## config.mk

```make
export PLATFORM = sky130hd
export DESIGN_NAME = sqrt_rr_scheduler
export DESIGN_NICKNAME = d
export VERILOG_FILES = /design/src/rtl/sqrt_rr_scheduler.sv
export SDC_FILE = /design/constraint.sdc
export NUM_CORES = 1
export LEC_CHECK = 0
export CAP_MARGIN = 20
export CORE_MARGIN = 4
export CORE_UTILIZATION = 35
export CTS_CLUSTER_DIAMETER = 30
export DETAILED_ROUTE_END_ITERATION = 10
export HOLD_SLACK_MARGIN = 0.1
export PLACE_DENSITY = 0.52
export SYNTH_ARGS = -nofsm -noshare
export SYNTH_HDL_FRONTEND = slang
export SYNTH_SLANG_ARGS = --single-unit
```

## constraint.sdc

```tcl
create_clock -name clk -period 15.8 [get_ports clk]
set_input_delay 1.58 -clock clk [delete_from_list [all_inputs] [get_ports clk]]
set_output_delay 1.58 -clock clk [all_outputs]
set_load 0.01 [all_outputs]
```

## src/rtl/sqrt_rr_scheduler.sv

```systemverilog
// sqrt_rr_scheduler
//   Shares one approximate square-root unit among NREQ gradient-magnitude
//   requesters in the Sobel edge path. The requesters are served round-robin.
//   The pipeline has two stages: S1 holds the operand, and S2 holds the result.
//   The sqrt logic sits between S1 and S2. Each result is tagged with the id
//   of the requester that issued it. The scheduler sustains one result per
//   cycle.
//
// Ports
//   clk        rising-edge clock
//   rst        synchronous active-high reset
//   req_valid  [NREQ]     requester i presents a radicand
//   req_data   [NREQ*DW]  radicand of requester i in [i*DW +: DW]
//   req_ready  [NREQ]     one-hot (or zero) accept strobe
//   res_valid             S2 holds a result
//   res_data   [QW]       approximate square root
//   res_id     [IDW]      requester the result belongs to
//   res_ready             downstream accepts the result
//   busy                  S1 or S2 holds data
module sqrt_rr_scheduler #(
  parameter int NREQ = 2,
  parameter int IDW  = (NREQ > 1) ? $clog2(NREQ) : 1,
  parameter int DW   = 16,
  parameter int QW   = 8
) (
  input  logic                 clk,
  input  logic                 rst,
  input  logic [NREQ-1:0]      req_valid,
  input  logic [NREQ*DW-1:0]   req_data,
  output logic [NREQ-1:0]      req_ready,
  output logic                 res_valid,
  output logic [QW-1:0]        res_data,
  output logic [IDW-1:0]       res_id,
  input  logic                 res_ready,
  output logic                 busy
);

  // Shared sqrt unit: isqrt(v >> 2) by the shift-subtract method, 7-bit root.
  // The full radicand is passed in so that the two discarded LSBs stay visible
  // at this interface.
  function automatic logic [6:0] isqrt_ahsqr(input logic [15:0] v);
    logic [13:0] op;
    logic [13:0] res;
    logic [13:0] one;
    op  = v[15:2];
    res = '0;
    one = 14'h1000;
    for (int i = 0; i < 7; i++) begin
      if (op >= res + one) begin
        op  = op - (res + one);
        res = (res >> 1) + one;
      end else begin
        res = res >> 1;
      end
      one = one >> 2;
    end
    return res[6:0];
  endfunction

  logic              s1_v, s2_v;
  logic [DW-1:0]     s1_rad;
  logic [IDW-1:0]    s1_id, s2_id;
  logic [QW-1:0]     s2_q;
  logic [IDW-1:0]    rr_ptr;

  logic              s2_free, s1_free, hs;
  logic              gnt_any;
  logic [IDW-1:0]    gnt_id;
  logic [NREQ-1:0]   gnt_oh;
  logic [DW-1:0]     sel_rad;
  logic [QW-2:0]     root;
  logic [QW-1:0]     sqrt_q;

  assign s2_free = !s2_v || res_ready;
  assign s1_free = !s1_v || s2_free;

  // Round-robin pick. The first pass covers indices at or above rr_ptr. The
  // second pass wraps around to index 0 and is used only when the first pass
  // finds nothing.
  always_comb begin
    gnt_any = 1'b0;
    gnt_id  = '0;
    for (int i = 0; i < NREQ; i++) begin
      if (!gnt_any && req_valid[i] && (IDW'(i) >= rr_ptr)) begin
        gnt_any = 1'b1;
        gnt_id  = IDW'(i);
      end
    end
    for (int i = 0; i < NREQ; i++) begin
      if (!gnt_any && req_valid[i]) begin
        gnt_any = 1'b1;
        gnt_id  = IDW'(i);
      end
    end
  end

  always_comb begin
    gnt_oh  = '0;
    sel_rad = '0;
    for (int i = 0; i < NREQ; i++) begin
      gnt_oh[i] = gnt_any && (gnt_id == IDW'(i));
      if (gnt_oh[i]) sel_rad = req_data[i*DW +: DW];
    end
  end

  assign hs        = gnt_any && s1_free && !rst;
  assign req_ready = hs ? gnt_oh : '0;

  // Bit 0 from the unit is unreliable. It is replaced by a flag that marks a
  // zero root, so inputs 0..3 report 1 rather than 0.
  assign root   = isqrt_ahsqr(s1_rad);
  assign sqrt_q = {root, (root == '0)};

  always_ff @(posedge clk) begin
    if (rst) begin
      rr_ptr <= '0;
      s1_v   <= 1'b0;
      s1_rad <= '0;
      s1_id  <= '0;
      s2_v   <= 1'b0;
      s2_q   <= '0;
      s2_id  <= '0;
    end else begin
      if (hs) rr_ptr <= (gnt_id == IDW'(NREQ-1)) ? '0 : gnt_id + IDW'(1);
      if (s1_free) begin
        s1_v   <= hs;
        s1_rad <= sel_rad;
        s1_id  <= gnt_id;
      end
      if (s2_free) begin
        s2_v  <= s1_v;
        s2_q  <= sqrt_q;
        s2_id <= s1_id;
      end
    end
  end

  assign res_valid = s2_v;
  assign res_data  = s2_q;
  assign res_id    = s2_id;
  assign busy      = s1_v || s2_v;

endmodule

```

* After elaboration in Yosys (flattened, before gate mapping)
Cells that the tools add are included.
Widths: inputs -> output; s select.
** Cells by class
- Reduce and logical (&&, ||, !) cells :: 19
- Order comparisons :: 9
- Mux-type cells :: 24
- Bitwise logic cells :: 1
- Add/subtract/negate cells :: 19
** Operators with widths (number)
- $mux 14 :: 11
- $ge 14x14->1 :: 6
- $sub 14x14->14 :: 5
- $mux 16 :: 2
- $add 13x11->14 const B :: 1
- $add 13x3->14 const B :: 1
- $add 13x5->14 const B :: 1
- $add 13x7->14 const B :: 1
- $add 13x9->14 const B :: 1
- $add 14x1->14 const B :: 1
- $add 14x11->14 const B :: 1
- $add 14x3->14 const B :: 1
- $add 14x5->14 const B :: 1
- $add 14x7->14 const B :: 1
- $add 14x9->14 const B :: 1
- $ge 14x13->1 const B :: 1
- $sub 14x13->14 const B :: 1
- $mux 13 :: 1
- $logic_and 1x1->1 :: 9
- $mux 1 :: 8
- $add 7x1->7 const B :: 1
- $logic_not 7->1 :: 1
- $mux 7 :: 1
- $logic_not 1->1 :: 6
- other kinds (5) :: 8
** Storage, ports and cells
- Bits in registers :: 29
- Output and inout port bits :: 13

* Longest topological paths before layout
Gate-level depths: netlist of run 1.
- Depth after elaboration :: 21
- Mapped depth :: 54
- Depth with buffers taken out :: 49

* Least setup slack after synthesis of run 1
OpenSTA, ideal clock, no wires.
- Path kind :: flip-flop to flip-flop
- Start :: reg s1_rad[12]
- End :: reg s2_q[1], in the netlist res_data[1]
- Cell stages (with the launch flop) :: 52
- Period minus slack after synthesis :: 10.326 ns
- Setup time :: 0.136 ns
- Slack :: 5.474 ns
- Data arrival time :: 10.190 ns
- Required time :: 15.664 ns
- Cell sequence :: dfxtp_1 > inv_1 > ha_1 > and2b_1 > o32ai_4 > mux2_2 > inv_1 > ha_1 > clkbuf_1 > and3_1 > mux2i_1 > o211ai_1 > nor2_1 > inv_1 > a21oi_1 > ha_1 > nand4_1 > or2_2 > [... 16 more ...] > ha_1 > inv_1 > o21bai_1 > or4b_2 > a21oi_1 > nor3_2 > nor4b_4 > buf_4 > mux2i_1 > ha_1 > a21o_1 > a21o_1 > a21oi_1 > nor2b_1 > o21ai_0 > nand3_1 > a21oi_1 > a41oi_1
** Between the ends
- Word-level cells in the longest chain between the ends :: 20
** Ends and longest elaborated chain
- start, declared :: RTL line 61 : logic [DW-1:0] s1_rad;
- start signal, assigned :: RTL line 127 : s1_rad <= sel_rad;
- $ge 14x13->1 :: RTL line 49 : if (op >= res + one) begin
- $mux 13 :: RTL line 49
- $add 14x11->14 :: RTL line 49, 50
- $ge 14x14->1 :: RTL line 49
- $mux 14 :: RTL line 49
- $add 14x9->14 :: RTL line 49, 50
- $ge 14x14->1 :: RTL line 49
- $mux 14 :: RTL line 49
- [... 4 more ...]
- $ge 14x14->1 :: RTL line 49
- $mux 14 :: RTL line 49
- $add 14x3->14 :: RTL line 49, 50
- $ge 14x14->1 :: RTL line 49
- $mux 14 :: RTL line 49
- $add 14x1->14
- $ge 14x14->1 :: RTL line 49
- $mux 7 (*) :: RTL line 49
- end signal, assigned :: RTL line 132 : s2_q <= sqrt_q;
- end, declared :: RTL line 63 : logic [QW-1:0] s2_q;
Mark *: on every way between the ends. The rest lies on a longest branch, timed or not.
A chain may end at the register's enable or synchronous reset.

* Worst setup path after layout of run 1
Ends and elaborated chain as after synthesis.

==> flow_summary.ini, run 1 <==
[timing]
hold_viol = 0
setup_viol = 0
grt_setup_unrepaired = no
setup_tns_ns = 0
fin_crit_ns = 12.23
fin_crit_sh = 0.774
max-slew-margin-rel = 0.322
fmax_ghz = 0.0818
skew_ns = 0.0119
holdWs_ns = 0.463
tightest_slew_ns = 1.02
drv_slew = 0

[worst_setup_path]
reg2regPathDepth = 46
cp-endpoint = res_data[1]
path_class = flop to flop
cp_common_cell = ha_1
r2r_slack_ns = 3.57
reg2reg_from = s1_rad[12]
crit_path_max_incr_delay_ns = 0.75
crit_start = s1_rad[12]
r2r-end = res_data[1]
crit_path_top_delay_cell = nor2_1
path_max_fanout = 12
cp.arrival_ns = 12.37
crit_required_ns = 15.94
end_kind = flop
start_kind = flop

[pwr]
powerDensity_nw_per_um2 = 246
p_leak_nw = 1.54
power_uw = 951
ir_drop_uv = 92.1

[yosys]
yosys.cell_types.count = 75
ys_seq_area_frac = 0.164
synth_edf_count = 0
synth_area_leaders = dfxtp_1, ha_1, nor2_1, a21oi_1, a222oi_1
yosysMostFrequentCell = nor2_1
async_flop_share = 0
netlist_top_cells_count = nor2_1, ha_1, a21oi_1
synth-main-ff-cell = dfxtp_1
synth_cells = 418
ys_ff_latch = 27
ys_warn_count = 0
syn_avg_cell_area_um2 = 7.87
yosysTopAreaCellShare = 0.164
syn_area_um2 = 3290
synth_top_area_cell = dfxtp_1
synth.net_count = 489

[global_routing]
grt_pass1_vias = 2893
grt_pass1_wl_um = 14600
grt_usage = 0.159
grt_max_degree = 27
overflow = 0
antenna_found_initial = 0

[routing]
ant_nets = 0
drt_iter0_markers = 156
wl_per_cell_um = 15.8
vias_per_cell = 5.58
wirelength_um = 8900
drc = 0
drt_pass1_iterations = 5
num_vias = 3140

[place]
portBuffers = 45
gp_congestion = 0.804
dp.cells = 559
dp_hpwl_um = 7210

[final_layout]
post-route-util = 0.420
finalNetCount = 524
stdcell_count = 563
drive_above_1_share = 0.0819
area_delta_synth_final_pct = 17.4
diodes = 0

[clock_network]
ctsHtreeMaxLevel = 1
cts_resized = 0
clkTransAtPathRegs_ns = 0.10
cts-root-buf = clkbuf_8
holdBufCountCts = 0
numClockSinks = 27
numCtsBuffers = 3
clockBufferDepth = 2
post_cts.repair.setup_buffers = 0
cts_tree = built
clkLatencyLatePin_ns = 0.28

[floorplan]
die_area_um2 = 11000
pin_count = 50
rows = 35
core_um2 = 9200
die_w_um = 105
fp.dieH_um = 105
start_util = 0.358

[worst_hold_path]
hold_path.class = flop to flop

[flow_run]
maxCapViolCount = 0

[status]
outcome = complete, no violations
-- metrics by stage --
| stage | setup WS, ns | area, um2 |
|---|---|---|
| 2_1_floorplan | 5.47 | 3290 |
| 3_3_place_gp | 3.76 | 3810 |
| 6_report | 3.57 | 3860 |
| 5_1_grt | 2.75 | 3860 |
| 3_5_place_dp | 3.62 | 3810 |
| 4_1_cts | 3.56 | 3860 |
-- power by group --
part           internal (mW)  leakage, nW  switching, mW
clock network         0.0179       0.0217         0.0216
registers             0.0769        0.224        0.00737
logic                  0.353         1.30          0.474
total                  0.448         1.54          0.503
-- cell type report --
class,instances,area [um2]
clock inverter,1,7.51
timing repair buffer,46,458
clock buffer,3,41.3
fill,958,5340
multi-input combinational,351,2580
tap,111,139
inverter,24,95.1
sequential,27,541
-- cells in the final DEF (no fill, tap or decap), types with 5 or more instances in the layout --
cell             Yosys  final
a211oi_1             7      7
a21o_1               7      7
a21oi_1             33     33
a222oi_1            14     14
a31oi_1              5      5
and3_1               6      6
clkdlybuf4s50_1      0     45
dfxtp_1             27     27
ha_1                34     34
inv_1               23     23
mux2_2               6      6
mux2i_1              7      7
nand2_1             25     25
nand3_1              8      8
nand4_1              5      5
nor2_1              51     51
nor3_1              13     13
o211ai_1             5      5
o21a_1               5      5
o21ai_0             17     17
xnor2_1             16     16
xor2_1               8      8
-- cells by family (layout without fill, tap and decap cells) --
group,after synthesis,after routing,share of synthesized area
adder cells (fa/ha/maj),34,34,0.129
AND/OR/NAND/NOR,154,154,0.259
XOR/XNOR,25,25,0.0723
buffers and inverters,40,74,0.0513
AO/OA/AOI/OAI,125,125,0.282
multiplexers,13,13,0.0418
flip-flops,27,27,0.164
-- worst max-delay path, delay by kind of cell (launching register included) --
| family | cells | cell delay [ns] |
|---|---|---|
| AO/OA/AOI/OAI | 11 | 2.09 |
| XOR/XNOR | 1 | 0.12 |
| adder cells (fa/ha/maj) | 6 | 1.88 |
| buffers and inverters | 5 | 0.73 |
| flip-flops | 1 | 0.54 |
| multiplexers | 4 | 1.25 |
| AND/OR/NAND/NOR | 19 | 5.47 |
-- routing by layer --
metal,up-vias,global-route usage,share of wire
li1,1631,-,-
met1,1437,0.241,0.53
met2,66,0.247,0.43
met3,6,0.0111,0.032
met4,0,0.0281,0.0089
met5,-,0,0
-- how the worst min path moves through the flow --
stage	startpoint	endpoint	slack, ns	cells after the start
2_1_floorplan	s1_id	res_id	0.44	2
3_3_place_gp	res_id	res_id	0.44	2
3_5_place_dp	res_id	res_id	0.46	2
4_1_cts	res_id	res_id	0.47	2
5_1_grt	res_id	res_id	0.50	2
6_report	res_id	res_id	0.46	2
-- sequential cells by signal, summed over array words and instances (netlist names) --
name       cells
s1_rad        14
res_data       8
res_id         1
res_valid      1
rr_ptr         1
s1_id          1
s1_v           1
Note: power is estimated with default switching activity, not from simulation.
==> run 2, diff against run 1 <==
--- a/config.mk
+++ b/config.mk
@@ -11,7 +11,7 @@
 export CTS_CLUSTER_DIAMETER = 30
 export DETAILED_ROUTE_END_ITERATION = 10
 export HOLD_SLACK_MARGIN = 0.1
-export PLACE_DENSITY = 0.52
+export PLACE_DENSITY = 0.54
 export SYNTH_ARGS = -nofsm -noshare
 export SYNTH_HDL_FRONTEND = slang
 export SYNTH_SLANG_ARGS = --single-unit
==> constraint.sdc (replaced) <==
create_clock -name clk -period 10.98 [get_ports clk]
set_input_delay 1.098 -clock clk [delete_from_list [all_inputs] [get_ports clk]]
set_output_delay 1.098 -clock clk [all_outputs]
set_load 0.01 [all_outputs]
==> run 2 against run 1 <==
  * Combinational power rose by 54%
  * Routed wire length is 1.3% higher
  * Worst setup slack got worse by 2.8 ns
  * Via count up 4.3%
  * Register-to-register slack got worse by 2.8 ns
  * Power increased by 53%
  * Global-route usage up 0.26 points
  * Hold slack better by 0.0036 ns
  * Cell area up 3.7%
  * Non-clock buffer count grew 17
  * Utilization grew 1.6 points
  * Critical endpoint unchanged
  * Largest power group unchanged
==> flow_summary.ini, run 2 (synthesis results as in run 1) <==
[timing]
max-slew-margin-rel = 0.319
holdWs_ns = 0.466
tightest_slew_ns = 1.02
hold_viol = 0
fin_crit_ns = 10.21
fin_crit_sh = 0.930
drv_slew = 0
skew_ns = 0.00875
fmax_ghz = 0.0980
setup_tns_ns = 0
setup_viol = 0
grt_setup_unrepaired = no

[global_routing]
grt_max_degree = 27
antenna_found_initial = 0
overflow = 0
grt_usage = 0.161
grt_pass1_vias = 3128
grt_pass1_wl_um = 15100

[place]
place_area_um2 = 3930
dp_hpwl_um = 7520
portBuffers = 45
gp_congestion = 0.851

[clock_network]
numClockSinks = 27
clkLatencyLatePin_ns = 0.27
numCtsBuffers = 3
clockBufferDepth = 2
clkTransAtPathRegs_ns = 0.10
holdBufCountCts = 0
cts_tree = built
ctsHtreeMaxLevel = 1
cts-root-buf = clkbuf_8

[worst_hold_path]
hold_path.class = flop to flop

[routing]
wl_per_cell_um = 15.5
num_vias = 3276
wirelength_um = 9020
vias_per_cell = 5.65
drt_pass1_iterations = 5
drt_iter0_markers = 195
ant_nets = 0
drc = 0

[final_layout]
top_register = s1_rad
final_cell_mix = nor2_1, clkdlybuf4s50_1, a21oi_1, ha_1, dfxtp_1
nFillCells = 943
area_delta_synth_final_pct = 21.7
final_common_cell = nor2_1
largest_reg_flops = 14
seq_area_um2 = 541
multiInputGateArea_um2 = 2590
finalNetCount = 541
fin_area_um2 = 4000
diodes = 0
drive_above_1_share = 0.126

[worst_setup_path]
cp_common_cell = ha_1
cp_top_family = simple AND/OR/NAND/NOR gates
path_class = flop to flop
cp.arrival_ns = 10.36
cp_num_buf_inv = 5
end_kind = flop
crit_path_top_delay_cell = or4b_2
crit_required_ns = 11.13
crit_path_max_incr_delay_ns = 0.61
start_kind = flop
path_max_fanout = 9

[floorplan]
core_um2 = 9200
die_w_um = 105
die_area_um2 = 11000
rows = 35
pin_count = 50
fp.dieH_um = 105
start_util = 0.358

[pwr]
powerDensity_nw_per_um2 = 362
power_mw = 1.45
ir_drop_uv = 138
p_leak_nw = 1.63

[flow_run]
maxCapViolCount = 0

[status]
outcome = complete, no violations
==> run 2: cell types whose count changed in the layout (fill, tap and decap cells not counted) <==
cell / change
or3_4: +1
ha_2: +2
a21oi_2: +1
o21a_2: +1
or3_1: -1
ha_1: -2
o21a_1: -1
buf_4: +17
a21oi_1: -1
==> run 2: path summary, 6_finish.rpt <==
path / start / endpoint / slack (ns) / depth (start not counted)
worst max-delay path: s1_rad[6] / res_data[1] / 0.77 / 46
worst min-delay path: res_id / res_id / 0.47 / 2
worst max register to register: s1_rad[6] / res_data[1] / 0.77 / 46
worst min register to register: res_id / res_id / 0.47 / 2
==> run 2: cell type report <==
class	count	share of cell area
repair buffers	63	0.146
clock buffers	3	0.0103
multi-input cells	351	0.648
inverters	24	0.0238
clock inverters	1	0.00188
well taps	111	0.0347
flip-flops and latches	27	0.135
==> run 2: through the flow <==
| step | util | setup slack [ns] | instances |
|---|---|---|---|
| floorplan | - | 0.654 | 418 |
| global placement | 0.428 | 0.588 | 575 |
| detailed placement | 0.428 | 0.595 | 575 |
| CTS | 0.433 | 0.555 | 579 |
| global route | 0.435 | 0.0270 | 580 |
| finish | 0.435 | 0.773 | 580 |
==> run 2: power breakdown <==
| group | switching (mW) | internal, mW | total (mW) |
|---|---|---|---|
| logic | 0.706 | 0.568 | 1.27 |
| clock network | 0.0310 | 0.0258 | 0.0568 |
| registers | 0.00955 | 0.111 | 0.120 |
==> run 2: worst reg2reg max path: cells and delay by family (launching register included) <==
kind | cells | cell delay (ns)
AND/OR/NAND/NOR | 19 | 4.16
AO/OA/AOI/OAI | 11 | 1.83
adder cells (fa/ha/maj) | 6 | 1.80
multiplexers | 4 | 1.24
buffers and inverters | 5 | 0.58
flip-flops | 1 | 0.38
XOR/XNOR | 1 | 0.11
==> run 2: routing by layer <==
| metal | wire [um] | global-route usage |
|---|---|---|
| met1 | 4580 | 0.231 |
| met2 | 4060 | 0.266 |
| met3 | 317 | 0.0154 |
| met4 | 53 | 0.0272 |
| met5 | 0 | 0 |
==> run 2: what timing repair did <==
action                                  4_1_cts  5_1_grt
resized for setup                             0        5
endpoints found under the setup margin        0        2
setup buffers                                 0        1
